==> src/rtl/fetch_stage_pkg.sv <==
// Shared types and constants for the fetch stage: FSM encodings, NOP word, PC alignment helper.
package fetch_stage_pkg;

  typedef enum logic [1:0] {
    FS_FETCH  = 2'd0,
    FS_HOLD   = 2'd1,
    FS_SQUASH = 2'd2
  } fstate_e;

  localparam logic [31:0] NOP_INSTR = 32'h0000_0000;

  function automatic logic [31:0] align_pc(input logic [31:0] a);
    return a & ~32'h0000_0003;
  endfunction

endpackage

==> src/rtl/fetch_stage_if.sv <==
// Instruction-memory request/ack bus between the fetch stage (master) and memory (slave).
interface fetch_stage_if;
  logic        imem_req;
  logic [31:0] imem_addr;
  logic        imem_ack;
  logic [31:0] imem_rdata;

  modport master (output imem_req, imem_addr, input imem_ack, imem_rdata);
  modport slave  (input imem_req, imem_addr, output imem_ack, imem_rdata);
endinterface

==> src/rtl/fetch_stage_pc_reg.sv <==
// 32-bit program counter register with synchronous reset and load enable.
module pc_reg #(
  parameter logic [31:0] RESET_PC = 32'h0000_0000
) (
  input  logic        clock,
  input  logic        reset,
  input  logic        i_load,
  input  logic [31:0] i_d,
  output logic [31:0] o_q
);
  logic [31:0] r_q;

  always_ff @(posedge clock) begin
    if (reset)       r_q <= RESET_PC;
    else if (i_load) r_q <= i_d;
  end

  assign o_q = r_q;
endmodule

==> src/rtl/fetch_stage.sv <==
// IF stage: owns the PC, drives instruction memory via req/ack, and feeds the IF/ID register
// with either a fetched instruction or a NOP bubble.
module fetch_stage
  import fetch_stage_pkg::*;
#(
  parameter logic [31:0] RESET_PC = 32'h0000_0000
) (
  input  logic                 clock,
  input  logic                 reset,
  input  logic                 StallF,
  input  logic                 redirect_valid,
  input  logic [31:0]          redirect_target,
  fetch_stage_if.master        imem,
  output logic [31:0]          pc_F,
  output logic [31:0]          pc_plus_four_F,
  output logic [31:0]          instruction_F,
  output logic                 valid_F
);

  fstate_e     r_state;
  logic [31:0] r_hold_buf;
  logic [31:0] r_pend_target;

  logic [31:0] w_pc;
  logic [31:0] w_tgt;
  logic [31:0] w_pc_next;
  logic        w_pc_load;
  logic        w_req;
  logic        w_valid;
  logic [31:0] w_instr;

  assign w_tgt = align_pc(redirect_target);

  pc_reg #(.RESET_PC(RESET_PC)) u_pc (
    .clock  (clock),
    .reset  (reset),
    .i_load (w_pc_load),
    .i_d    (w_pc_next),
    .o_q    (w_pc)
  );

  // Next-PC selection and per-state output decode; redirect outranks stall, stall outranks ack.
  always_comb begin
    w_pc_load = 1'b0;
    w_pc_next = w_pc + 32'd4;
    w_req     = 1'b0;
    w_valid   = 1'b0;
    w_instr   = NOP_INSTR;
    case (r_state)
      FS_FETCH: begin
        w_req = 1'b1;
        if (redirect_valid) begin
          if (imem.imem_ack) begin
            w_pc_load = 1'b1;
            w_pc_next = w_tgt;
          end
        end else if (imem.imem_ack) begin
          w_valid   = 1'b1;
          w_instr   = imem.imem_rdata;
          w_pc_load = !StallF;
        end
      end
      FS_HOLD: begin
        if (redirect_valid) begin
          w_pc_load = 1'b1;
          w_pc_next = w_tgt;
        end else begin
          w_valid   = 1'b1;
          w_instr   = r_hold_buf;
          w_pc_load = !StallF;
        end
      end
      FS_SQUASH: begin
        w_req = 1'b1;
        if (imem.imem_ack) begin
          w_pc_load = 1'b1;
          w_pc_next = redirect_valid ? w_tgt : r_pend_target;
        end
      end
      default: ;
    endcase
  end

  always_ff @(posedge clock) begin
    if (reset) begin
      r_state       <= FS_FETCH;
      r_hold_buf    <= NOP_INSTR;
      r_pend_target <= 32'h0;
    end else begin
      case (r_state)
        FS_FETCH: begin
          if (redirect_valid) begin
            if (!imem.imem_ack) begin
              r_pend_target <= w_tgt;
              r_state       <= FS_SQUASH;
            end
          end else if (imem.imem_ack && StallF) begin
            r_hold_buf <= imem.imem_rdata;
            r_state    <= FS_HOLD;
          end
        end
        FS_HOLD: begin
          if (redirect_valid || !StallF) r_state <= FS_FETCH;
        end
        FS_SQUASH: begin
          // The in-flight request cannot be withdrawn; keep it up and drop its data on ack.
          if (redirect_valid) r_pend_target <= w_tgt;
          if (imem.imem_ack)  r_state       <= FS_FETCH;
        end
        default: r_state <= FS_FETCH;
      endcase
    end
  end

  // Reset is synchronous, so the PC register still holds its old value in the reset cycle.
  assign pc_F           = reset ? RESET_PC : w_pc;
  assign pc_plus_four_F = pc_F + 32'd4;
  assign imem.imem_req  = !reset && w_req;
  assign imem.imem_addr = pc_F;
  assign valid_F        = !reset && w_valid;
  assign instruction_F  = valid_F ? w_instr : NOP_INSTR;

endmodule
==> src/flat_wrapper.sv <==
// flat-port wrapper written by rule: the top's interface ports become plain ports
module fetch_stage_flat import fetch_stage_pkg::*;
#(
  parameter logic [31:0] RESET_PC = 32'h0000_0000
)
  (clock, reset, StallF, redirect_valid, redirect_target, pc_F, pc_plus_four_F, instruction_F, valid_F, imem_imem_req, imem_imem_addr, imem_imem_ack, imem_imem_rdata);
  fetch_stage_if imem_i ();
  input  logic clock;
  input  logic reset;
  input  logic StallF;
  input  logic redirect_valid;
  input  logic [31:0] redirect_target;
  output logic [31:0] pc_F;
  output logic [31:0] pc_plus_four_F;
  output logic [31:0] instruction_F;
  output logic valid_F;
  output wire logic [$bits(imem_i.imem_req)-1:0] imem_imem_req;
  output wire logic [$bits(imem_i.imem_addr)-1:0] imem_imem_addr;
  input wire logic [$bits(imem_i.imem_ack)-1:0] imem_imem_ack;
  input wire logic [$bits(imem_i.imem_rdata)-1:0] imem_imem_rdata;
  assign imem_imem_req = imem_i.imem_req;
  assign imem_imem_addr = imem_i.imem_addr;
  assign imem_i.imem_ack = imem_imem_ack;
  assign imem_i.imem_rdata = imem_imem_rdata;
  fetch_stage #(.RESET_PC(RESET_PC)) u_core (.clock(clock), .reset(reset), .StallF(StallF), .redirect_valid(redirect_valid), .redirect_target(redirect_target), .imem(imem_i), .pc_F(pc_F), .pc_plus_four_F(pc_plus_four_F), .instruction_F(instruction_F), .valid_F(valid_F));
endmodule
==> config.mk <==
export PLATFORM = sky130hd
export DESIGN_NAME = fetch_stage_flat
export DESIGN_NICKNAME = d
export VERILOG_FILES = /design/src/rtl/fetch_stage_pkg.sv /design/src/rtl/fetch_stage_if.sv /design/src/rtl/fetch_stage_pc_reg.sv /design/src/rtl/fetch_stage.sv /design/src/flat_wrapper.sv
export SDC_FILE = /design/constraint.sdc
export NUM_CORES = 1
export LEC_CHECK = 0
export ABC_CLOCK_PERIOD_IN_PS = 3050
export CAP_MARGIN = 20
export CORE_ASPECT_RATIO = 0.6
export CORE_MARGIN = 4
export CORE_UTILIZATION = 24
export CTS_CLUSTER_SIZE = 25
export DETAILED_ROUTE_END_ITERATION = 8
export SYNTH_ARGS = -nofsm -noshare
export SYNTH_HDL_FRONTEND = slang
export SYNTH_SLANG_ARGS = --single-unit
==> constraint.sdc <==
create_clock -name clock -period 3.05 [get_ports clock]
set_input_delay 0.61 -clock clock [delete_from_list [all_inputs] [get_ports clock]]
set_output_delay 0.61 -clock clock [all_outputs]
set_load 0.1 [all_outputs]
==> metrics list, run 1 <==
* Clock slew seen by the registers of the worst setup and hold paths: 0.07 ns
- Most common flop cell mapped by yosys: dfxtp_1
* Remaining DRCs: 0
- Buffers from clock root to sink, at most: 2
- Number of ports placed on the die boundary: 199
* Yosys reg bits: 98
- The number of placed instances, taps included, is 1299.
* Mean instance size in the synthesized netlist: 7.253 sq um
* Number of different library cells in the post-synthesis netlist: 53
* CTS Root Buffer Type: clkbuf_16
- After synthesis, the share of flip-flops with an asynchronous set or reset is 0.
- Along the worst path, the maximum fanout reaches 4.
* Sequential area share after synthesis: 0.3307
- Fin Setup TNS: 0 ns
- Summed over all layers, the routed wires come to 22.83 mm.
* Number of pins with negative max-slew slack in the final report: 0
- Number of hold-slack violations in the final timing report: 0
- The tightest min-delay check is of the flop to flop type.
* Post-CTS setup repair buffer count: 0
- Buffers placed on the I/O ports in this run total 196.
- Number of nets in the layout: 1060
- Measured against its own limit, the worst slew margin works out to 0.4666.
* HPWL after detailed placement: 17.39 mm
- Final standard cell count with taps included and fillers excluded: 1315
* TritonCTS Buffers: 9
* Global-route wire length before repair: 35.62 mm
- The via count of the first global-routing pass is 6208.
* Remaining global-route overflow: 0
* Highest-count cells in the layout ignoring fill and taps: nand2_1 (157), buf_12 (116), dfxtp_1 (93)
- Of the cells placed in the final design, the portion with a size suffix greater than 1 is 0.3162.
* Period utilization: 0.9642
- STA classifies the critical path endpoint as an output pin.
- The worst setup path is of the flop to output pin kind.
* Leading cell type in the layout, fill and taps excluded: nand2_1
- Number of search-and-repair iterations in the first detailed-routing pass: 7
- Measured slew at the worst slew-check pin: 0.7928 ns
* Worst supply voltage drop on vdd: 0.2393 mV
- Synthesis produced 818 cells.
- CTS built an H-tree with a depth of 3.
- Overall power of the completed layout: 4.166 mW
* First-iteration detailed-routing DRC count: 661
- From left edge to right edge, the die measures 211.0 um.
- Worst-path cell with the longest stage delay: or3_4
* Number of synthesis warnings: 0
* Minimum clock period: 2.941 ns
- On the worst path, the slowest cell contributes a delay of 0.43 ns.
* CP startpoint kind: flop
- The signal on the critical path passes through nand4_4, or3_4, nor4_4, nand3_2, xnor2_4, buf_12.
* Area added between synthesis and finish: 73.74%
- Run status: finished, final reports clean
- Pin count of the biggest net entering global routing: 49
* Total setup violations reported at the end of the flow: 0
- The floorplan has 44 rows.
- For this design, the sink count on the clock tree is 98.
* Full die area: 27380 sq um
* Overall track demand over capacity in global routing: 0.1627
* Number of buffers and inverters on the critical path: 1
* Last weighted congestion value of the routability-driven placer: 0.8647
* CTS tree: built
- The floorplan step set the die height to 129.8 um.
- Dividing the detail-routed via count by the number of cells gives 5.062.
- Number of buffers added to fix hold violations after cts: 0
- At the worst endpoint, the required time is 2.44 ns.
- Total of max-cap violations: 0
* Initial core utilization: 0.2449
- Syn nets: 890
* Static leakage power: 3.709 nW
* CP Data Arrival Time: 2.33 ns
- The initial antenna violation count was 0.
- After routing the design area is 10310 sq um.
* Maximum clock rate: 340.0 MHz
- Power density relative to cell area: 404.1 nW/um^2
* Wire length per cell: 17.36 um
* Core Area: 24220 sq um
- Remaining antenna violation count after routing: 0
* Cell area after technology mapping: 5933 sq um
* Clock Skews: 0.009329 ns
* Worst skew pair latency: 0.36 ns
- The final route contains 6656 vias.
- Antenna Diode Count: 0
- Post-Place Cell Area: 9940 sq um
- Gate family responsible for the most delay along the worst path: simple AND/OR/NAND/NOR gates
* Number of enable-type register cells in the synthesized netlist: 0
-- cells in the mapped netlist (2+ instances only) --
cell / number / area share
nand2_1: 159 / 0.10
dfxtp_1: 98 / 0.33
nor2_1: 82 / 0.052
a21oi_1: 79 / 0.067
clkbuf_1: 49 / 0.031
a22oi_1: 34 / 0.043
buf_4: 34 / 0.043
a221oi_1: 31 / 0.046
inv_1: 22 / 0.014
o21ai_0: 20 / 0.017
nand3_1: 18 / 0.015
nor2b_1: 18 / 0.019
buf_2: 16 / 0.013
xnor2_1: 15 / 0.022
nand4_1: 12 / 0.013
a21o_1: 11 / 0.014
nor4_1: 10 / 0.011
xor2_1: 9 / 0.013
nor3_1: 8 / 0.0067
o21a_1: 8 / 0.010
and3_1: 7 / 0.0074
and4_1: 6 / 0.0089
a211oi_1: 5 / 0.0063
or2_2: 5 / 0.0053
or3_1: 5 / 0.0053
a221o_1: 4 / 0.0067
a222oi_1: 4 / 0.0067
a31oi_1: 4 / 0.0042
and2_1: 4 / 0.0042
mux2i_1: 4 / 0.0067
and4b_1: 3 / 0.0051
ha_1: 3 / 0.0063
o22ai_1: 3 / 0.0032
a311oi_1: 2 / 0.0030
mux2_2: 2 / 0.0038
nor3b_1: 2 / 0.0025
o211ai_1: 2 / 0.0025
o21ai_1: 2 / 0.0017
o31ai_1: 2 / 0.0025
o41ai_1: 2 / 0.0030
or4_1: 2 / 0.0025
-- state kept, by name, summed over array words and instances, names as in the netlist --
name,flops
u_core.r_hold_buf,32
u_core.r_pend_target,32
u_core.u_pc.o_q,32
u_core.r_state,2
-- worst register-to-register path, delay by kind of cell, from the launching register on --
kind / cells / cell delay [ns]
DFF: 1 / 0.55
AOI/OAI and AO/OA: 4 / 1.04
buffers and inverters: 2 / 0.47
and+or+nand+nor: 1 / 0.21
-- area by class of cell --
cell class,instances,area (sq um)
timing repair buffer,259,3562
inverter,22,86.33
clock buffer,9,225.2
sequential,98,1968
clock inverter,7,83.83
tap,322,402.9
multi-input combinational,598,3980
fill,2339,13910
-- kinds of logic after synthesis --
group           Yosys count  share of synthesized area
compound gates          217                     0.2425
simple gates            348                     0.2725
buf+inv                 122                     0.1021
flops                    98                     0.3307
fa+ha+maj                 3                   0.006327
mux                       6                    0.01054
xor+xnor                 24                    0.03543
-- worst paths after layout --
path / start / depth (start not counted) / slack, ns / to
hold reg to reg: u_core.r_hold_buf[4] / 2 / 0.46 / u_core.r_hold_buf[4]
setup reg to reg: u_core.r_state[0] / 7 / 0.68 / u_core.u_pc.o_q[13]
setup / recovery: u_core.u_pc.o_q[3] / 6 / 0.11 / pc_plus_four_F[29]
hold / removal: u_core.r_hold_buf[4] / 2 / 0.46 / u_core.r_hold_buf[4]
-- per-stage QoR --
stage	hold slack (ns)	setup slack [ns]	utilization
after floorplan	0.4360	-1.363	-
after global placement	0.4417	0.09351	0.4103
after detailed placement	0.4460	0.05717	0.4103
after CTS	0.4563	-0.01788	0.4233
after global routing	0.4748	-0.01843	0.4256
final	0.4551	0.1092	0.4256
-- power by group --
group	internal (mW)	total (mW)	switching [mW]
Clock	0.656	1.22	0.566
Combinational	0.533	1.52	0.986
Sequential	1.35	1.42	0.0706
-- timing repair --
action,CTS,global route
pin swaps,2,1
resized for setup,1,12
setup endpoints to repair,3,15
-- per-layer routing --
layer | vias up | routed length, um | track usage
met1 | 3204 | 11180 | 0.2468
li1 | 3195 | - | -
met2 | 239 | 9696 | 0.2292
met3 | 18 | 1751 | 0.04733
met5 | - | 0 | 0
met4 | 0 | 202 | 0.02819
(Power assumes the default switching activity.)
==> run 2, diff against run 1 <==
RECOVER_POWER = 100   (was not set)
==> run 2 against run 1 <==
Compared with the run above: the run now ends with capacitance limit, slew limit left; routed wire length rose by 0.59%; sequential power about the same; global-route usage unchanged; register-to-register slack worse by 0.15 ns; setup slack worse by 0.017 ns; final area fell by 9.3%; combinational power decreased by 9%; total power shrank 3.0%; largest power group is now registers.
==> metrics list, run 2 (synthesis results as in run 1) <==
- Run status: finished, violations left (was finished, final reports clean)
* Violated checks: capacitance limit, slew limit
* First-iteration detailed-routing DRC count: 710 (was 661)
* HPWL after detailed placement: 17.39 mm (unchanged)
* Internal power component: 2.433 mW (was 2.543 mW)
- Number of ports placed on the die boundary: 199 (unchanged)
- Leading cell type in the layout, fill and taps excluded: nand2_1 (unchanged)
- The via count of the first global-routing pass came to 6208 (unchanged).
- The worst setup skew after layout was 0.01113 ns (was 0.009329 ns).
- Register share of total power: 0.353 (was 0.342)
- The average wire per cell in the routed design was 17.46 um (was 17.36 um).
* Power dissipated by switching net loads: 1.606 mW (was 1.622 mW)
- The final critical-path required period was 2.957 ns (was 2.941 ns).
* Vias per Instance: 5.053 (was 5.062)
- Clock slew seen by the registers of the worst setup and hold paths: 0.07 ns (about the same)
- Number of cell rows: 44 (unchanged)
* Share of total power consumed by net switching: 0.3976 (was 0.3895)
* Number of buffers inserted by port buffering: 196 (unchanged)
- The initial antenna violation count is 0 (unchanged).
* CTS Root Buffer Type: clkbuf_16 (unchanged)
- Die height: 129.8 um (unchanged)
* Worst Setup Slack post-DPL: 0.05717 ns (unchanged)
- Global routing met1 resource utilization: 0.2468 (unchanged)
- The first-pass GRT wire length was 35.62 mm (unchanged).
- The number of placed instances, taps included is 1299 (unchanged).
- Buffers from clock root to sink, at most: 2 (unchanged)
- The number of buffers created by CTS came to 9 (unchanged).
* CP startpoint kind: input port (was flop)
- Setup crit end: instruction_F[13] (was pc_plus_four_F[29])
* Critical path launch point: imem_imem_ack (was u_core.u_pc.o_q[3])
* CTS tree: built (unchanged)
- The initial cell density of the core was 0.2449 (unchanged).
- Remaining global-route overflow: 0 (unchanged)
* Maximum clock rate: 338.1 MHz (was 340.0 MHz)
- The power density of the placed cells came to 432.1 nW/um^2 (was 404.1 nW/um^2).
- The number of antenna diodes was 0 (unchanged).
- Reg-to-reg critical path startpoint: u_core.r_state[0] (unchanged)
- GRT Max-Usage Layer: met1 (unchanged)
- # H-tree levels: 3 (unchanged)
- The global router's overall resource usage is 0.1627 (unchanged).
- CTS sink cnt: 98 (unchanged)
* Worst supply voltage drop on vdd: 0.2405 mV (was 0.2393 mV)
* Remaining DRCs: 0 (unchanged)
* Worst skew pair latency: 0.36 ns (about the same)
- Total setup violations reported at the end of the flow: 0 (unchanged)
* Core Area: 24220 sq um (unchanged)
- The fraction of final layout cells sized beyond drive strength 1 was 0.2769 (was 0.3162).
- Horizontal extent of the die: 211.0 um (unchanged)
- The pin count of the biggest net entering global routing is 49 (unchanged).
- The worst path setup slack after routing was 0.09252 ns (was 0.1092 ns).
* Class of the most critical setup path: input port to output pin (was flop to output pin)
- Gate power share: 0.344 (was 0.365)
* Critical Path End Type: output pin (unchanged)
- The clock network fraction of design power came to 0.303 (was 0.293).
- The met2 demand-to-capacity share in global routing was 0.2292 (unchanged).
- Class of the tightest hold or removal check: flop to flop (unchanged)
- Total via count in the routed design: 6645 (was 6656)
- Worst r2r dst: u_core.u_pc.o_q[19] (was u_core.u_pc.o_q[13])
- The final-report hold violation count is 0 (unchanged).
- Worst Path Max Fanout: 12 (was 4)
* Slew margin rel.: -0.1798 (was 0.4666)
* Final standard cell count with taps included and fillers excluded: 1315 (unchanged)
* Measured slew at the worst slew-check pin: 1.770 ns (was 0.7928 ns)
- Reg2Reg Setup Slack: 0.53 ns (was 0.68 ns)
- Highest-count cells in the layout ignoring fill and taps: nand2_1 (157), dfxtp_1 (93), a21oi_1 (79) (was nand2_1 (157), buf_12 (116), dfxtp_1 (93))
* Area added between synthesis and finish: 57.57% (was 73.74%)
- Full die area: 27380 sq um (unchanged)
* Remaining antenna violation count after routing: 0 (unchanged)
- The max-slew violation count was 68 (was 0).
* Required time worst endpoint: 2.44 ns (about the same)
- CP Data Arrival Time: 2.35 ns (was 2.33 ns)
* Global-route track usage on met3: 0.04733 (unchanged)
- The count of hold-fix buffers inserted at cts was 0 (unchanged).
- The share of the cycle needed by the critical path after routing was 0.9697 (was 0.9642).
* Number of nets in the layout: 1060 (unchanged)
- Total of max-cap violations: 2 (was 0)
- The total leakage power came to 3.426 nW (was 3.709 nW).
* Number of search-and-repair iterations in the first detailed-routing pass: 7 (unchanged)
* Number of cells on the worst reg-to-reg path: 6 (was 7)
* Last weighted congestion value of the routability-driven placer: 0.8647 (unchanged)
- The routed wire length came to 22.97 mm (was 22.83 mm).
[run 2: per-layer routing]
| layer | part of all wire | wire (um) | up-vias |
|---|---|---|---|
| met2 | 0.42 | 9657 | 238 |
| met5 | 0 | 0 | - |
| met3 | 0.080 | 1830 | 16 |
| met1 | 0.49 | 11280 | 3189 |
| met4 | 0.0086 | 197 | 0 |
| li1 | - | - | 3202 |
[run 2: repair_timing]
action / CTS / global route
hold endpoints to repair: 0 / 0
buffers inserted: 0 / 0
gates resized for setup: 1 / 12
pin swaps: 2 / 1
endpoints found under the setup margin: 3 / 15
[run 2: worst max-delay path, stage by stage]
cell and delay [ns]:
dlygate4sd3_1 0.54, buf_4 0.13, nor2_1 0.05, or3_4 0.40
buf_4 0.25, nor2_4 0.13, buf_6 0.22
[run 2: power groups by stage]
stage	clock (mW)	combinational (mW)	sequential, mW
after detailed placement	0	1.52	1.45
after global routing	1.31	1.46	1.43
after CTS	1.26	1.52	1.42
after global placement	0	1.51	1.45
after floorplan	0	0.992	1.43
final	1.22	1.39	1.42
[run 2: final cells by class]
type	instances	area, sq um
Multi-Input combinational cell	598	3941
Clock buffer	9	225.2
Fill cell	2482	14870
Tap cell	322	402.9
Clock inverter	7	83.83
Sequential cell	98	1968
Inverter	22	86.33
Timing Repair Buffer	259	2641
[run 2: how the worst min path moves through the flow]
stage,startpoint,end,slack (ns),cells after the start
after CTS,u_core.r_hold_buf[4],u_core.r_hold_buf[4],0.46,2
after floorplan,u_core.r_pend_target[20],u_core.r_pend_target[20],0.44,2
after global placement,u_core.r_hold_buf[6],u_core.r_hold_buf[6],0.44,2
after global routing,u_core.r_hold_buf[0],u_core.r_hold_buf[0],0.47,2
final,u_core.r_hold_buf[4],u_core.r_hold_buf[4],0.45,2
after detailed placement,u_core.r_hold_buf[4],u_core.r_hold_buf[4],0.45,2
[run 2: through the flow]
stage | util | hold WS [ns] | cell area [sq um] | setup TNS (ns) | power [mW]
after floorplan | - | 0.4360 | 6520 | -14.30 | 2.425
after global placement | 0.4103 | 0.4417 | 9940 | 0 | 2.955
after detailed placement | 0.4103 | 0.4460 | 9940 | 0 | 2.967
after CTS | 0.4233 | 0.4563 | 10250 | -0.03096 | 4.205
after global routing | 0.3860 | 0.4748 | 9349 | -0.01868 | 4.209
final | 0.3860 | 0.4548 | 9349 | 0 | 4.039
==> run 3, diff against run 2 <==
CAP_MARGIN = 0   (was 20)
TNS_END_PERCENT = 30   (was not set)
==> run 3 against run 2 <==
Compared with the run above: the run still ends with capacitance limit, slew limit left; sequential share of layout area is 0.20 points lower; fmax increased by 0.52%; clock power increased by 6%; critical endpoint is now pc_plus_four_F[31]; largest power group unchanged.
==> metrics list, run 3 (synthesis results as in run 1) <==
* Worst hold slack: 0.4554 ns (was 0.4548 ns)
* Last weighted congestion value of the routability-driven placer: 0.8986 (was 0.8647)
- Class of the most critical setup path: input port to output pin (unchanged)
- The setup TNS after final layout came to 0 ns (unchanged).
* Number of search-and-repair iterations in the first detailed-routing pass: 5 (was 7)
* Critical Path End Type: output pin (unchanged)
- The overall overflow remaining after global route came to 0 (unchanged).
- The clock network fraction of design power came to 0.314 (was 0.303).
* Worst-path cell with the longest stage delay: nor4_4 (was dlygate4sd3_1)
- Initial core utilization: 0.2449 (unchanged)
* Gate power share: 0.341 (was 0.344)
* Vias per Instance: 5.096 (was 5.053)
* Static leakage power: 3.613 nW (was 3.426 nW)
- The total design power came to 4.107 mW (was 4.039 mW).
- The boundary pin count came to 199 (unchanged).
- The H-tree depth came to 3 (unchanged).
* TritonCTS Buffers: 9 (unchanged)
* Number of pins with negative max-slew slack in the final report: 31 (was 68)
- Highest-count cells in the layout ignoring fill and taps: nand2_1 (157), dfxtp_1 (96), a21oi_1 (79) (was nand2_1 (157), dfxtp_1 (93), a21oi_1 (79))
- The die width is 211.0 um (unchanged).
* Violated checks: capacitance limit, slew limit (unchanged)
- Critical path cell sequence: buf_6, and4b_1, nand4_1, nor4_4, nand3_1, xnor2_4, buf_12 (was dlygate4sd3_1, buf_4, nor2_1, or3_4, buf_4, nor2_4, buf_6).
- CP Data Arrival Time: 2.33 ns (was 2.35 ns)
- The average wire per cell in the routed design is 17.56 um (was 17.46 um).
* Die height: 129.8 um (unchanged)
- Worst-case setup margin in the final layout: 0.1078 ns (was 0.09252 ns)
- Post-route core utilization: 0.3890 (was 0.3860)
* Inst Count DP: 1296 (was 1299)
- The area of all placed cells without fillers is 9423 sq um (was 9349 sq um).
- Minimum clock period: 2.942 ns (was 2.957 ns)
* Total of max-cap violations: 1 (was 2)
- The transition at the pin with the smallest max-transition slack was 1.574 ns (was 1.770 ns).
- The clock sink count came to 98 (unchanged).
* CTS tree: built (unchanged)
* Worst skew pair latency: 0.35 ns (was 0.36 ns)
* Buffers from clock root to sink, at most: 2 (unchanged)
* Worst Setup Slack post-DPL: 0.1062 ns (was 0.05717 ns)
- Clock slew seen by the registers of the worst setup and hold paths: 0.06 ns (was 0.07 ns)
- The total buffers and inverters traversed by the critical path was 2 (was 4).
* First-iteration detailed-routing DRC count: 594 (was 710)
- Vias in the first global route: 6208 (unchanged)
* Post-Place Cell Area: 9564 sq um (was 9940 sq um)
- The highest clock rate is 339.9 MHz (was 338.1 MHz).
- The pin count of the biggest net entering global routing is 39 (was 49).
- The area of the placeable core is 24220 sq um (unchanged).
* Proportion of layout cells with a drive suffix above 1: 0.2240 (was 0.2769)
* Share of total power consumed by net switching: 0.3768 (was 0.3976)
* Required time worst endpoint: 2.44 ns (about the same)
- Slew margin rel.: -0.04953 (was -0.1798)
- Final standard cell count with taps included and fillers excluded: 1314 (was 1315)
- Worst Path Max Fanout: 9 (was 12)
- Number of buffers added to fix hold violations after cts: 0 (unchanged)
- Period utilization: 0.9646 (was 0.9697)
* Number of antenna violations at the first check in global routing: 4 (was 0)
- Clock Skews: 0.01345 ns (was 0.01113 ns)
* Power dissipated by switching net loads: 1.547 mW (was 1.606 mW)
- Remaining antenna violation count after routing: 0 (unchanged)
* Leading cell type in the layout, fill and taps excluded: nand2_1 (unchanged)
- The power density of the placed cells came to 435.8 nW/um^2 (was 432.1 nW/um^2).
- Register share of total power: 0.345 (was 0.353)
- Final routed wirelength across all metal layers: 23.07 mm (was 22.97 mm)
* CTS Root Buffer Type: clkbuf_16 (unchanged)
* Number of buffers inserted by port buffering: 196 (unchanged)
- Remaining DRCs: 0 (unchanged)
- The half-perimeter wire length after detailed placement is 17.75 mm (was 17.39 mm).
- Run status: finished, violations left (unchanged)
- The number of rows created at floorplan came to 44 (unchanged).
* Global-route wire length before repair: 35.16 mm (was 35.62 mm)
- The layout overhead on the synthesized area came to 58.81% (was 57.57%).
- Full die area: 27380 sq um (unchanged)
* Internal power component: 2.559 mW (was 2.433 mW)
* Number of hold-slack violations in the final timing report: 0 (unchanged)
* Largest stage delay on the critical path: 0.42 ns (was 0.54 ns)
- The maximum VDD drop came to 0.2442 mV (was 0.2405 mV).
- Setup repair after global routing missed its margin: true
- Gate family responsible for the most delay along the worst path: simple AND/OR/NAND/NOR gates (was buffers and inverters)
- Overall track demand over capacity in global routing: 0.1603 (was 0.1627)
* CP startpoint kind: input port (unchanged)
* Total setup violations reported at the end of the flow: 0 (unchanged)
- The net count of the finished layout came to 1058 (was 1060).
- Class of the tightest hold or removal check: flop to flop (unchanged)
- Total via count in the routed design: 6696 (was 6645)
run 3: cell types whose count changed in the layout (fill, tap and decap cells not counted), moves of 3 or more:
cell            change
buf_8               -8
clkbuf_4            -8
clkbuf_1            +3
dlymetal6s2s_1      +5
buf_12             +32
clkbuf_2            -5
nor2_4             -26
buf_6              -26
nor2_1             +34
dlymetal6s4s_1      +5
nor2_2              -8
dfxtp_1             +3
dfxtp_2             -3
run 3: what timing repair did:
item,CTS,global route
resized for setup,1,7
pin swaps,0,1
setup endpoints to repair,5,16
buffers inserted,0,1
run 3: layer usage:
metal / vias up / track usage / share of wire / wire length [um]
met2: 272 / 0.2356 / 0.44 / 10100
met5: - / 0 / 0.0017 / 40
li1: 3182 / - / - / -
met1: 3209 / 0.2346 / 0.46 / 10650
met3: 27 / 0.04397 / 0.085 / 1954
met4: 6 / 0.03390 / 0.014 / 331
run 3: path summary, 6_finish.rpt:
path | cells past startpoint | to | slack, ns | startpoint
setup reg to reg | 7 | u_core.u_pc.o_q[16] | 0.69 | u_core.r_state[0]
hold reg to reg | 2 | u_core.r_hold_buf[31] | 0.46 | u_core.r_hold_buf[31]
setup / recovery | 7 | pc_plus_four_F[31] | 0.11 | reset
hold / removal | 2 | u_core.r_hold_buf[31] | 0.46 | u_core.r_hold_buf[31]
run 3: worst reg2reg max path, cell delays in order, from the launching register on:
cell      delay, ns
dfxtp_1        0.38
nor2b_1        0.16
clkbuf_1       0.35
o22ai_4        0.25
buf_4          0.22
a221oi_1       0.53
a21o_1         0.21
a221oi_1       0.09
run 3: power by group through the flow:
stage               registers, mW  logic (mW)  clock network (mW)
global placement             1.44        1.49                   0
detailed placement           1.44        1.50                   0
floorplan                    1.43       0.969                   0
CTS                          1.41        1.51                1.33
global route                 1.43        1.47                1.37
finish                       1.42        1.40                1.29
run 3: final cells by class:
| type | count | area (sq um) |
|---|---|---|
| Fill cell | 2531 | 14800 |
| Multi-Input combinational cell | 598 | 3709 |
| Timing Repair Buffer | 257 | 2923 |
| Sequential cell | 98 | 1964 |
| Tap cell | 322 | 402.9 |
| Clock buffer | 11 | 252.7 |
| Inverter | 22 | 86.33 |
| Clock inverter | 5 | 82.58 |
| Antenna cell | 1 | 2.502 |
